## config.mk

```make
export PLATFORM = sky130hd
export DESIGN_NAME = Add
export DESIGN_NICKNAME = d
export VERILOG_FILES = /design/src/rtl/cpu_pkg.sv /design/src/rtl/Add.sv /design/src/rtl/rs_arith_unit.sv
export SDC_FILE = /design/constraint.sdc
export NUM_CORES = 1
export LEC_CHECK = 0
export ABC_AREA = 1
export BUFFER_PORTS_ARGS = -buffer_cell sky130_fd_sc_hd__buf_4
export CORE_ASPECT_RATIO = 1.25
export CORE_UTILIZATION = 57
export DETAILED_ROUTE_END_ITERATION = 8
export GPL_TIMING_DRIVEN = 0
export HOLD_SLACK_MARGIN = 0.15
export PLACE_DENSITY = 0.91
export SYNTH_ARGS = -nofsm -noshare
export SYNTH_HDL_FRONTEND = slang
export SYNTH_SLANG_ARGS = --single-unit
```

## constraint.sdc

```tcl
create_clock -name clk -period 2.1 [get_ports clk]
set_input_delay 0.315 -clock clk [delete_from_list [all_inputs] [get_ports clk]]
set_output_delay 0.315 -clock clk [all_outputs]
set_load 0.1 [all_outputs]
```

## src/rtl/cpu_pkg.sv

```systemverilog
// Shared core types: reservation-station entry layout and datapath widths.
package cpu_pkg;

  localparam int unsigned TagWidth   = 8;
  localparam int unsigned DataWidth  = 32;
  localparam int unsigned MaxLatency = 8;
  localparam int unsigned CntWidth   = $clog2(MaxLatency);

  typedef logic [31:0] inst;

  typedef struct packed {
    logic                 busy;
    logic [TagWidth-1:0]  alu1;
    logic [TagWidth-1:0]  alu2;
    logic [DataWidth-1:0] value1;
    logic [DataWidth-1:0] value2;
  } ReservationStation;

  // Wrapping add/subtract; no carry or borrow is reported.
  function automatic logic [DataWidth-1:0] arith_op(input logic sub,
                                                    input logic [DataWidth-1:0] a,
                                                    input logic [DataWidth-1:0] b);
    return sub ? (a - b) : (a + b);
  endfunction

endpackage

```

## src/rtl/Add.sv

```systemverilog
// Add functional unit: rs_arith_unit fixed to value1 + value2.
module Add
  import cpu_pkg::*;
#(
  parameter int unsigned LATENCY = 1
) (
  input  logic                 clk,
  input  logic                 RSTN_N,
  input  ReservationStation    rstation,
  output logic [DataWidth-1:0] result,
  output logic                 result_available
);

  rs_arith_unit #(
    .OP      (0),
    .LATENCY (LATENCY)
  ) u_unit (
    .clk              (clk),
    .RSTN_N           (RSTN_N),
    .rstation         (rstation),
    .result           (result),
    .result_available (result_available)
  );

endmodule

```

## src/rtl/rs_arith_unit.sv

```systemverilog
// Reservation-station arithmetic unit: waits for both operands, computes add or sub,
// then broadcasts the result with a single-cycle strobe.
module rs_arith_unit
  import cpu_pkg::*;
#(
  parameter int unsigned OP      = 0,
  parameter int unsigned LATENCY = 1
) (
  input  logic                 clk,
  input  logic                 RSTN_N,
  input  ReservationStation    rstation,
  output logic [DataWidth-1:0] result,
  output logic                 result_available
);

  typedef enum logic [1:0] {StIdle, StExec, StDone} state_e;

  state_e                state_q, state_d;
  logic [CntWidth-1:0]   cnt_q, cnt_d;
  logic [DataWidth-1:0]  op1_q, op1_d;
  logic [DataWidth-1:0]  op2_q, op2_d;
  logic [DataWidth-1:0]  result_q, result_d;
  logic                  avail_q, avail_d;
  logic                  ready;

  assign ready = rstation.busy && (rstation.alu1 == '0) && (rstation.alu2 == '0);

  always_comb begin
    state_d  = state_q;
    cnt_d    = cnt_q;
    op1_d    = op1_q;
    op2_d    = op2_q;
    result_d = result_q;
    avail_d  = 1'b0;
    unique case (state_q)
      StIdle: begin
        if (ready) begin
          op1_d   = rstation.value1;
          op2_d   = rstation.value2;
          cnt_d   = CntWidth'(LATENCY - 1);
          state_d = StExec;
        end
      end
      StExec: begin
        // A flush wins over a completion landing on the same edge.
        if (!rstation.busy) begin
          state_d = StIdle;
        end else if (cnt_q == '0) begin
          result_d = arith_op(OP != 0, op1_q, op2_q);
          avail_d  = 1'b1;
          state_d  = StDone;
        end else begin
          cnt_d = cnt_q - 1'b1;
        end
      end
      StDone: begin
        if (!rstation.busy) begin
          state_d = StIdle;
        end
      end
      default: state_d = StIdle;
    endcase
  end

  always_ff @(posedge clk or negedge RSTN_N) begin
    if (!RSTN_N) begin
      state_q  <= StIdle;
      cnt_q    <= '0;
      op1_q    <= '0;
      op2_q    <= '0;
      result_q <= '0;
      avail_q  <= 1'b0;
    end else begin
      state_q  <= state_d;
      cnt_q    <= cnt_d;
      op1_q    <= op1_d;
      op2_q    <= op2_d;
      result_q <= result_d;
      avail_q  <= avail_d;
    end
  end

  assign result           = result_q;
  assign result_available = avail_q;

endmodule

```

==> flow_metrics.py <==
metrics = {
    "run_status": {
        "status": "complete, no violations",
    },
    "timing": {
        "finalSetupTns_ps": 0,
        "hold_viol_final": 0,
        "worst_pin_slew_ps": 1260,
        "fmaxAchievable_mhz": 516,
        "fin_crit_ps": 1940,
        "finalCritPeriodShare_pct": 92.2,
        "setup_viol": 0,
        "drv_slew": 0,
        "rsz0062_at_grt": "no",
        "skew_ps": 10.3,
        "maxSlewHeadroom_pct": 15.8,
    },
    "detailed_routing": {
        "via_count": 6104,
        "drtAntennaViolNets": 0,
        "viasPerCell": 5.08,
        "drc": 0,
        "firstDrtPassIters": 6,
        "drt-wirelength-per-cell_um": 13.1,
        "drtIter0Drc": 460,
        "routed_wl_mm": 15.8,
    },
    "die": {
        "die_w_um": 99.0,
        "die_h_um": 123,
        "rows": 43,
        "die_area_mm2": 0.0122,
        "start_util_pct": 59.6,
        "ios": 116,
        "design.core.area_mm2": 0.0112,
    },
    "synth": {
        "synth_cells": 936,
        "syn_avg_cell_area_um2": 7.16,
        "synth_warnings": 0,
        "synth_area_mm2": 0.00670,
        "ys_top_cells_by_count": "nand2_1, inv_1, dfrtp_1, o21ai_2",
        "yosys-top-cells-area": "dfrtp_1, nand2_1, inv_1",
        "synth_cell_types": 27,
        "synth-edff-count": 0,
        "synth-main-ff-cell": "dfrtp_1",
        "yosys.area.top_type_share_pct": 38.1,
        "synth_top_area_cell": "dfrtp_1",
        "yosysMostFrequentCell": "nand2_1",
        "synth_seq_area_share_pct": 38.1,
        "synthArstFlopShare_pct": 100,
        "ys_seq_elements": 102,
        "syn_nets": 1053,
    },
    "layout": {
        "area_growth_pct": 20.4,
        "diodes": 0,
        "nNetsFinal": 1179,
        "design_area_mm2": 0.00807,
        "drive_above_1_share_pct": 21.8,
        "final_cells": 1202,
    },
    "run": {
        "cap_violations": 0,
    },
    "global_routing": {
        "grt_max_degree": 103,
        "grt_pass1_vias": 5722,
        "antenna_found_initial": 0,
        "grt_pass1_wl_mm": 26.1,
        "track_usage_pct": 27.3,
        "overflow": 0,
    },
    "power_and_ir_drop": {
        "ir_drop_v": 0.000428,
        "power_density_mw_per_mm2": 538,
        "power_mw": 4.34,
        "p_leak_nw": 4.82,
    },
    "placement": {
        "dp_hpwl_mm": 12.3,
        "dp_cells": 1186,
        "gp_congestion": 0.943,
        "io_buffers": 115,
        "placed_cell_area_mm2": 0.00773,
    },
    "clocking": {
        "clk_path_buf_depth": 2,
        "root_buffer": "clkbuf_16",
        "clock_latency_ps": 340,
        "cts_tree": "built",
        "clock_sinks": 102,
        "clkTransAtPathRegs_ps": 70,
        "ctsHtreeMaxLevel": 3,
        "postCtsSetupBuffers": 0,
        "cts_made_buffers": 9,
    },
    "critical_path": {
        "r2r_end": "u_unit.result[24]",
        "crit_type": "reg -> reg",
        "cpPeakStageDelay_ps": 400,
        "crit_fanout": 4,
        "crit_path_end": "u_unit.result[24]",
        "r2r-start": "u_unit.op2_q[0]",
        "crit_chain": "ha_2, fa_2, nand3_1, nand3_2, nand2_1, nand2_1, nand3_1, nand4_1, nand3_1, nand2_1",
        "crit_slowest_cell": "fa_2",
        "critical_path_arrival_ps": 2170,
        "start_kind": "flop",
        "regToRegSetupSlack_ps": 160,
        "cp-startpoint": "u_unit.op2_q[0]",
        "critPathRequiredTime_ps": 2330,
        "r2r_cells": 10,
        "crit_path_end_kind": "flop",
    },
    "hold_path": {
        "hold_class": "in -> async",
    },
}
logic make-up (layout without fill, tap and decap cells):
logic type	count (synthesis)	count (layout)	synth area share [%]
AND/OR/NAND/NOR	469	469	28.3
buffers and inverters	210	341	13.6
AO/OA/AOI/OAI	107	107	11.8
flip-flops	102	102	38.1
adder cells (fa/ha/maj)	34	34	6.46
XOR/XNOR	14	14	1.83
cell usage in the layout (no fill, tap or decap), types with 3 or more instances in the layout:
cell type,synthesis,routed
nand2_1,346,346
inv_1,188,188
buf_4,3,118
dfrtp_1,102,102
o21ai_2,65,65
nor2_1,50,48
nand3_1,50,47
ha_1,33,32
a21oi_1,23,23
buf_6,14,14
xnor2_1,14,14
o21ai_1,9,9
clkbuf_16,0,9
o21ai_0,6,6
nand2_2,6,6
nor2_2,2,4
nand4_1,4,4
buf_2,4,4
nor3_1,3,3
nand3_2,0,3
o21bai_1,3,3
nand3b_1,3,3
cell type report:
class,instances,area (um2)
Sequential cell,102,2550
Inverter,188,706
Clock buffer,12,256
Timing Repair Buffer,115,863
Clock inverter,4,52.6
Buffer,22,204
Tap cell,135,169
Fill cell,870,3180
Multi-Input combinational cell,624,3260
critical path: cells and delay by family, from the launching register on:
kind,cells,cell delay (ps)
adder cells (fa/ha/maj),2,630
AND/OR/NAND/NOR,8,780
flip-flops,1,390
state kept, by name (all words and copies together) (netlist names):
register,count
u_unit.result_available,1
u_unit.cnt_q,3
u_unit.op2_q,32
u_unit.state_q,2
u_unit.result,32
u_unit.op1_q,32
routing by layer:
metal / global-route usage, % / routed length, um / vias to the layer above
met1: 34.9 / 6850 / 2772
met5: 0 / 0 / -
li1: - / - / 3089
met4: 9.89 / 434 / 0
met2: 47.2 / 7480 / 210
met3: 4.13 / 996 / 33
per-stage QoR:
stage / hold slack [ps] / worst slack (ps) / util (%)
2_1_floorplan: 19.4 / 285 / -
3_3_place_gp: 454 / -25.5 / 68.8
3_5_place_dp: 467 / -28.4 / 68.8
4_1_cts: 214 / 35.9 / 71.5
5_1_grt: 219 / 6.65 / 71.7
6_report: 180 / 163 / 71.7
repair_timing:
item	CTS	global route
hold buffers	0	0
setup endpoints to repair	4	11
gates resized for setup	1	6
gates cloned	0	0
report_power, final:
| part | leakage, nW | internal, mW | switching (mW) |
|---|---|---|---|
| logic | 3.24 | 0.223 | 0.358 |
| clock network | 0.153 | 0.995 | 0.735 |
| registers | 1.42 | 2.00 | 0.0260 |
worst min path at each step:
stage / endpoint / slack (ps) / cells after the start
global placement: u_unit.cnt_q[0] / 450 / 2
floorplan: u_unit.cnt_q[0] / 20 / 0
detailed placement: u_unit.cnt_q[0] / 470 / 2
CTS: u_unit.op2_q[29] / 210 / 3
global route: u_unit.op1_q[12] / 220 / 3
finish: u_unit.cnt_q[0] / 180 / 1
(Power assumes the default switching activity.)
